### src/rtl/alu_issue_if.sv
// alu_issue_if: upstream offer, downstream issue and flush bundle for alu_issue.
// Rev 1.0
`default_nettype none

interface alu_issue_if;
  logic        flush;
  logic        inValid;
  logic        inReady;
  logic [31:0] instr;
  logic [31:0] pc;
  logic [31:0] rs1Data;
  logic [31:0] rs2Data;
  logic        outValid;
  logic        outReady;
  logic [31:0] aluIn0;
  logic [31:0] aluIn1;
  logic [3:0]  aluOp;
  logic        isBranch;
  logic [31:0] branchTarget;
  logic        illegal;

  modport master (
    output flush, inValid, instr, pc, rs1Data, rs2Data, outReady,
    input  inReady, outValid, aluIn0, aluIn1, aluOp, isBranch, branchTarget, illegal
  );

  modport slave (
    input  flush, inValid, instr, pc, rs1Data, rs2Data, outReady,
    output inReady, outValid, aluIn0, aluIn1, aluOp, isBranch, branchTarget, illegal
  );
endinterface

`default_nettype wire

### src/rtl/alu_issue.sv
// alu_issue: RV32I decode into ALU operands/op, held in a one-entry pipeline register.
// Rev 1.0
`default_nettype none

module alu_issue (
  input  wire logic   clk,
  input  wire logic   rstN,
  alu_issue_if.slave  bus
);

  localparam logic [3:0] OP_EQ  = 4'b0000;
  localparam logic [3:0] OP_NE  = 4'b0001;
  localparam logic [3:0] OP_LT  = 4'b0010;
  localparam logic [3:0] OP_GE  = 4'b0011;
  localparam logic [3:0] OP_LTU = 4'b0100;
  localparam logic [3:0] OP_GEU = 4'b0101;
  localparam logic [3:0] OP_ADD = 4'b0110;
  localparam logic [3:0] OP_XOR = 4'b0111;
  localparam logic [3:0] OP_OR  = 4'b1000;
  localparam logic [3:0] OP_AND = 4'b1001;
  localparam logic [3:0] OP_SUB = 4'b1010;
  localparam logic [3:0] OP_SLL = 4'b1011;
  localparam logic [3:0] OP_SRL = 4'b1100;
  localparam logic [3:0] OP_SRA = 4'b1101;

  localparam logic [6:0] OPC_OP     = 7'b0110011;
  localparam logic [6:0] OPC_OPIMM  = 7'b0010011;
  localparam logic [6:0] OPC_BRANCH = 7'b1100011;
  localparam logic [6:0] OPC_LUI    = 7'b0110111;
  localparam logic [6:0] OPC_AUIPC  = 7'b0010111;
  localparam logic [6:0] OPC_LOAD   = 7'b0000011;
  localparam logic [6:0] OPC_STORE  = 7'b0100011;

  localparam logic [6:0] F7_ZERO = 7'b0000000;
  localparam logic [6:0] F7_ALT  = 7'b0100000;

  logic [6:0]  opcode;
  logic [2:0]  funct3;
  logic [6:0]  funct7;
  logic [31:0] imm_i;
  logic [31:0] imm_s;
  logic [31:0] imm_b;
  logic [31:0] imm_u;

  logic [3:0]  dec_op;
  logic [31:0] dec_in0;
  logic [31:0] dec_in1;
  logic        dec_branch;
  logic        dec_illegal;
  logic [3:0]  arith_op;
  logic        arith_ok;

  logic        in_ready;
  logic        transfer;

  logic        out_valid;
  logic [31:0] alu_in0;
  logic [31:0] alu_in1;
  logic [3:0]  alu_op;
  logic        is_branch;
  logic [31:0] branch_target;
  logic        illegal_q;

  assign opcode = bus.instr[6:0];
  assign funct3 = bus.instr[14:12];
  assign funct7 = bus.instr[31:25];
  assign imm_i  = {{20{bus.instr[31]}}, bus.instr[31:20]};
  assign imm_s  = {{20{bus.instr[31]}}, bus.instr[31:25], bus.instr[11:7]};
  assign imm_b  = {{19{bus.instr[31]}}, bus.instr[31], bus.instr[7],
                   bus.instr[30:25], bus.instr[11:8], 1'b0};
  assign imm_u  = {bus.instr[31:12], 12'b0};

  // Shared OP / OP-IMM funct3 mapping; funct7 legality differs between the two
  // (OP-IMM carries immediate bits there except for shifts).
  always_comb begin
    arith_op = OP_ADD;
    arith_ok = 1'b1;
    unique case (funct3)
      3'b000: arith_op = OP_ADD;
      3'b001: arith_op = OP_SLL;
      3'b010: arith_op = OP_LT;
      3'b011: arith_op = OP_LTU;
      3'b100: arith_op = OP_XOR;
      3'b101: arith_op = (funct7 == F7_ALT) ? OP_SRA : OP_SRL;
      3'b110: arith_op = OP_OR;
      3'b111: arith_op = OP_AND;
      default: arith_ok = 1'b0;
    endcase
  end

  always_comb begin
    dec_op      = OP_ADD;
    dec_in0     = 32'd0;
    dec_in1     = 32'd0;
    dec_branch  = 1'b0;
    dec_illegal = 1'b0;
    if (bus.instr[1:0] != 2'b11) begin
      dec_illegal = 1'b1;
    end else begin
      case (opcode)
        OPC_OP: begin
          dec_in0 = bus.rs1Data;
          dec_in1 = bus.rs2Data;
          dec_op  = arith_op;
          if (funct7 == F7_ALT) begin
            if (funct3 == 3'b000) dec_op = OP_SUB;
            else if (funct3 != 3'b101) dec_illegal = 1'b1;
          end else if (funct7 != F7_ZERO) begin
            dec_illegal = 1'b1;
          end
          if (!arith_ok) dec_illegal = 1'b1;
        end
        OPC_OPIMM: begin
          dec_in0 = bus.rs1Data;
          dec_in1 = imm_i;
          dec_op  = arith_op;
          if (funct3 == 3'b001 && funct7 != F7_ZERO) dec_illegal = 1'b1;
          if (funct3 == 3'b101 && funct7 != F7_ZERO && funct7 != F7_ALT) dec_illegal = 1'b1;
          if (!arith_ok) dec_illegal = 1'b1;
        end
        OPC_BRANCH: begin
          dec_in0    = bus.rs1Data;
          dec_in1    = bus.rs2Data;
          dec_branch = 1'b1;
          case (funct3)
            3'b000:  dec_op = OP_EQ;
            3'b001:  dec_op = OP_NE;
            3'b100:  dec_op = OP_LT;
            3'b101:  dec_op = OP_GE;
            3'b110:  dec_op = OP_LTU;
            3'b111:  dec_op = OP_GEU;
            default: dec_illegal = 1'b1;
          endcase
        end
        OPC_LUI: begin
          dec_in1 = imm_u;
        end
        OPC_AUIPC: begin
          dec_in0 = bus.pc;
          dec_in1 = imm_u;
        end
        OPC_LOAD: begin
          dec_in0 = bus.rs1Data;
          dec_in1 = imm_i;
        end
        OPC_STORE: begin
          dec_in0 = bus.rs1Data;
          dec_in1 = imm_s;
        end
        default: dec_illegal = 1'b1;
      endcase
    end
    // Undecodable words always present the same neutral operand set.
    if (dec_illegal) begin
      dec_op     = OP_ADD;
      dec_in0    = 32'd0;
      dec_in1    = 32'd0;
      dec_branch = 1'b0;
    end
  end

  assign in_ready = (!out_valid || bus.outReady) && !bus.flush;
  assign transfer = bus.inValid && in_ready;

  always_ff @(posedge clk) begin
    if (!rstN) begin
      out_valid     <= 1'b0;
      alu_in0       <= 32'd0;
      alu_in1       <= 32'd0;
      alu_op        <= OP_ADD;
      is_branch     <= 1'b0;
      branch_target <= 32'd0;
      illegal_q     <= 1'b0;
    end else if (transfer) begin
      out_valid     <= 1'b1;
      alu_in0       <= dec_in0;
      alu_in1       <= dec_in1;
      alu_op        <= dec_op;
      is_branch     <= dec_branch;
      branch_target <= bus.pc + imm_b;
      illegal_q     <= dec_illegal;
    end else if (bus.flush || bus.outReady) begin
      out_valid <= 1'b0;
    end
  end

  assign bus.inReady      = in_ready;
  assign bus.outValid     = out_valid;
  assign bus.aluIn0       = alu_in0;
  assign bus.aluIn1       = alu_in1;
  assign bus.aluOp        = alu_op;
  assign bus.isBranch     = is_branch;
  assign bus.branchTarget = branch_target;
  assign bus.illegal      = illegal_q;

endmodule

`default_nettype wire

### src/flat_wrapper.sv
// flat-port wrapper written by rule: the top's interface ports become plain ports
module alu_issue_flat 
  (clk, rstN, bus_flush, bus_inValid, bus_instr, bus_pc, bus_rs1Data, bus_rs2Data, bus_outReady, bus_inReady, bus_outValid, bus_aluIn0, bus_aluIn1, bus_aluOp, bus_isBranch, bus_branchTarget, bus_illegal);
  alu_issue_if bus_i ();
  input  wire logic clk;
  input  wire logic rstN;
  input wire logic [$bits(bus_i.flush)-1:0] bus_flush;
  input wire logic [$bits(bus_i.inValid)-1:0] bus_inValid;
  input wire logic [$bits(bus_i.instr)-1:0] bus_instr;
  input wire logic [$bits(bus_i.pc)-1:0] bus_pc;
  input wire logic [$bits(bus_i.rs1Data)-1:0] bus_rs1Data;
  input wire logic [$bits(bus_i.rs2Data)-1:0] bus_rs2Data;
  input wire logic [$bits(bus_i.outReady)-1:0] bus_outReady;
  output wire logic [$bits(bus_i.inReady)-1:0] bus_inReady;
  output wire logic [$bits(bus_i.outValid)-1:0] bus_outValid;
  output wire logic [$bits(bus_i.aluIn0)-1:0] bus_aluIn0;
  output wire logic [$bits(bus_i.aluIn1)-1:0] bus_aluIn1;
  output wire logic [$bits(bus_i.aluOp)-1:0] bus_aluOp;
  output wire logic [$bits(bus_i.isBranch)-1:0] bus_isBranch;
  output wire logic [$bits(bus_i.branchTarget)-1:0] bus_branchTarget;
  output wire logic [$bits(bus_i.illegal)-1:0] bus_illegal;
  assign bus_i.flush = bus_flush;
  assign bus_i.inValid = bus_inValid;
  assign bus_i.instr = bus_instr;
  assign bus_i.pc = bus_pc;
  assign bus_i.rs1Data = bus_rs1Data;
  assign bus_i.rs2Data = bus_rs2Data;
  assign bus_i.outReady = bus_outReady;
  assign bus_inReady = bus_i.inReady;
  assign bus_outValid = bus_i.outValid;
  assign bus_aluIn0 = bus_i.aluIn0;
  assign bus_aluIn1 = bus_i.aluIn1;
  assign bus_aluOp = bus_i.aluOp;
  assign bus_isBranch = bus_i.isBranch;
  assign bus_branchTarget = bus_i.branchTarget;
  assign bus_illegal = bus_i.illegal;
  alu_issue u_core (.clk(clk), .rstN(rstN), .bus(bus_i));
endmodule
### config.mk
export PLATFORM = sky130hd
export DESIGN_NAME = alu_issue_flat
export DESIGN_NICKNAME = d
export VERILOG_FILES = /design/src/rtl/alu_issue_if.sv /design/src/rtl/alu_issue.sv /design/src/flat_wrapper.sv
export SDC_FILE = /design/constraint.sdc
export NUM_CORES = 1
export LEC_CHECK = 0
export CORE_UTILIZATION = 50
export DETAILED_ROUTE_END_ITERATION = 8
export PLACE_DENSITY = 0.85
export SKIP_LAST_GASP = 1
export SLEW_MARGIN = 20
export SYNTH_ARGS = -nofsm -noshare
export SYNTH_HDL_FRONTEND = slang
export SYNTH_SLANG_ARGS = --single-unit
### constraint.sdc
create_clock -name clk -period 5.1 [get_ports clk]
set_input_delay 1.02 -clock clk [delete_from_list [all_inputs] [get_ports clk]]
set_output_delay 1.02 -clock clk [all_outputs]
set_load 0.005 [all_outputs]
==> impl_metrics.env <==
export IMPL_core_area_mm2=0.01324
export IMPL_min_from="u_core.bus.branchTarget[8]$_SDFFE_PN0P_"
export IMPL_synth_seq_cells=103
export IMPL_grt_pass1_vias=6385
export IMPL_drcViolationCount=0
export IMPL_place_ws_ns=1.054
export IMPL_fin_ws_ns=1.398
export IMPL_viasPerCell=6.035
export IMPL_ir_drop_uv=148.1
export IMPL_dieWidth_um=118.3
export IMPL_rows=42
export IMPL_grt_overflow_total=0
export IMPL_start_util=0.5108
export IMPL_crit_cells=9
export IMPL_syn_area_mm2=0.006764
export IMPL_holdCritPathClass="register to register"
export IMPL_p_per_area_mw_per_mm2=222.8
export IMPL_period_minus_slack_ns=3.702
export IMPL_regArea_mm2=0.002062
export IMPL_area_delta_synth_final_pct=39.09
export IMPL_ant_nets=0
export IMPL_io_pins=237
export IMPL_critical_path_max_stage_delay_ns=0.75
export IMPL_hold_buffers=0
export IMPL_critPathCaptureType="register"
export IMPL_tightest_slew_ns=1.028
export IMPL_fin_setup_tns_ns=0
export IMPL_setup_worst_path_class="input port to register"
export IMPL_startpoint_type="input port"
export IMPL_slowest_stage="clkdlybuf4s50_1"
export IMPL_critPathTopFamily="buffers and inverters"
export IMPL_synth_seq_area_share=0.3048
export IMPL_antenna_found_initial=0
export IMPL_postSynthCellCount=777
export IMPL_final_nets=1136
export IMPL_timing_critical_path_from="bus_instr[31]"
export IMPL_dr_pass1_iters=5
export IMPL_crit_buf_inv=2
export IMPL_holdPathStages=2
export IMPL_die_y_um=118.3
export IMPL_first_iter_violations=568
export IMPL_ctsResizeCount=0
export IMPL_reg2regPathDepth=7
export IMPL_status="completed"
export IMPL_cts_tree="yes"
export IMPL_final_max_slew_viol_count=0
export IMPL_ys_flop_type="dfxtp_1"
export IMPL_whs_ns=0.4566
export IMPL_n_antenna_cell=0
export IMPL_setup_viol=0
export IMPL_fillers=1073
export IMPL_route_detailed_wl_per_inst_um=18.57
export IMPL_cts_root_buf="clkbuf_16"
export IMPL_cts_made_buffers=9
export IMPL_synth_cell_type_count=65
export IMPL_io_buffers=236
export IMPL_clockBufferDepth=2
export IMPL_required_ns=5.39
export IMPL_maxSlewHeadroom=0.3126
export IMPL_grt_pass1_wl_mm=33.67
export IMPL_htree_levels=3
export IMPL_dieArea_mm2=0.01400
export IMPL_postCtsSetupRepairBufs=0
export IMPL_dp_hpwl_mm=15.34
export IMPL_syn_avg_cell_area_um2=8.705
export IMPL_synth_nets=941
export IMPL_worstPathMaxFanout=46
export IMPL_drv_cap=0
export IMPL_route_vias_total=6952
export IMPL_hold_viol=0
export IMPL_finalWirelength_mm=21.39
export IMPL_arrival_ns=3.99
export IMPL_grt_usage=0.3010
export IMPL_max_freq_ghz=0.2701
export IMPL_place_gp_congestion=0.9365
export IMPL_ys_warn_count=0
export IMPL_grt_setup_unrepaired="false"
export IMPL_clkLatencyLatePin_ns=0.35
export IMPL_cts_sinks=103
export IMPL_finalPower_mw=2.096
export IMPL_cp_cell_sequence="clkdlybuf4s50_1, or4_1, nor3_2, a211o_1, a21oi_4, nor3_4, buf_4, a32oi_1, nor2_1"
export IMPL_grt_max_degree=70
export IMPL_multi_input_comb_area_mm2=0.004292
export IMPL_drive_above_1_share=0.1445
export IMPL_leakage_nw=3.346
export IMPL_synth_edf_count=0
export IMPL_fin_area_mm2=0.009408
export IMPL_async_reset_ff_frac=0
export IMPL_clkTransAtPathRegs_ns=0.07
export IMPL_finalCritPeriodShare=0.7259
export IMPL_dpl_cell_area_mm2=0.009094
export IMPL_fin_skew_ns=0.005811
export IMPL_r2r_start="u_core.bus.outValid$_SDFFE_PN0P_"
layer usage:
| metal | routed length, um | share of wire | vias up | global-route usage |
|---|---|---|---|---|
| li1 | - | - | 3288 | - |
| met1 | 9335 | 0.44 | 3307 | 0.3989 |
| met2 | 9960 | 0.47 | 324 | 0.4919 |
| met3 | 1543 | 0.072 | 33 | 0.04392 |
| met4 | 550 | 0.026 | 0 | 0.1170 |
| met5 | 0 | 0 | - | 0 |
final timing paths:
kind | slack [ns] | endpoint
max reg2reg | 2.73 | u_core.bus.aluOp[3]$_SDFFE_PN0P_
min | 0.46 | u_core.bus.branchTarget[8]$_SDFFE_PN0P_
max | 1.40 | u_core.bus.aluOp[3]$_SDFFE_PN0P_
min reg2reg | 0.46 | u_core.bus.branchTarget[8]$_SDFFE_PN0P_
metrics by stage:
step | util | cells
detailed placement | 0.6867 | 1137
global route | 0.7104 | 1152
finish | 0.7104 | 1152
CTS | 0.7104 | 1152
global placement | 0.6867 | 1137
floorplan | - | 777
power by group:
| part | leakage, nW | switching (mW) | internal, mW |
|---|---|---|---|
| Combinational | 2.36 | 0.263 | 0.242 |
| Sequential | 0.834 | 0.0111 | 0.824 |
| Clock | 0.149 | 0.313 | 0.442 |
| Total | 3.35 | 0.588 | 1.51 |
layout by cell type, fill, tap and decap left out, types with 3 or more instances in the layout:
master             n
a32oi_1            3
ha_1              30
o2111ai_1          3
or3_1              3
nor2b_1            5
a21oi_1           56
o21ai_0           33
nand2_1           65
nand2b_1           6
buf_4             10
o211ai_1           8
and3_1             5
dfxtp_1          103
clkbuf_16          9
a22oi_2           59
xnor2_1           14
a211oi_1           7
a31oi_1            3
a222oi_1           5
a221o_1           19
and2_1             7
clkdlybuf4s50_1  236
xor2_1             9
nand4_1            9
nor3_1            13
or4_1              3
nor2_1            60
inv_1             15
nor4_1             6
nor2_2            44
a22o_1            39
a211o_1            6
o21a_1             5
o221ai_1           3
nand3_1           18
a21o_1            15
cells by family (layout without fill, tap and decap cells):
group | after synthesis | count (layout) | share of synthesized area
adder cells (fa/ha/maj) | 31 | 31 | 0.05845
XOR/XNOR | 23 | 23 | 0.02978
AO/OA/AOI/OAI | 286 | 286 | 0.3535
multiplexers | 1 | 1 | 0.001480
buffers and inverters | 79 | 278 | 0.06419
AND/OR/NAND/NOR | 254 | 254 | 0.1878
flip-flops | 103 | 103 | 0.3048
tightest hold or removal path: stages, from the launching register on:
cell	delay (ns)
dfxtp_1	0.31
nand2_1	0.05
a21oi_1	0.05
flip-flops by register name (all words and copies together) (netlist names):
| name | count |
|---|---|
| u_core.bus.aluIn0 | 32 |
| u_core.bus.aluIn1 | 32 |
| u_core.bus.aluOp | 4 |
| u_core.bus.branchTarget | 32 |
| u_core.bus.illegal | 1 |
| u_core.bus.isBranch | 1 |
| u_core.bus.outValid | 1 |
final cells by class:
cell class / instances / share of cell area
multi-input combinational: 595 / 0.4562
timing repair buffer: 247 / 0.2612
sequential: 103 / 0.2192
clock buffer: 12 / 0.02620
tap: 176 / 0.02341
clock inverter: 3 / 0.007182
inverter: 16 / 0.006650
cell usage after synthesis (all sizes together) (5+ instances only):
library cell    n  area share
a22oi          60        0.11
a22o           39       0.050
nor4            6      0.0055
a211oi          7      0.0078
clkbuf         42       0.023
nor2          104       0.074
a222oi          5      0.0074
o211ai          8      0.0089
a221o          19       0.028
dfxtp         103        0.30
o21ai          35       0.026
buf            21       0.032
a21oi          57       0.044
ha             30       0.055
o21a            5      0.0055
nor2b           5      0.0046
and2            7      0.0065
nand2b          6      0.0055
xor2            9       0.012
nand3          18       0.013
a21o           15       0.017
and3            5      0.0046
nor3           16       0.014
xnor2          14       0.018
nand4           9      0.0083
nand2          66       0.037
a211o           6      0.0078
inv            16      0.0089
Note: power is estimated with default switching activity, not from simulation.
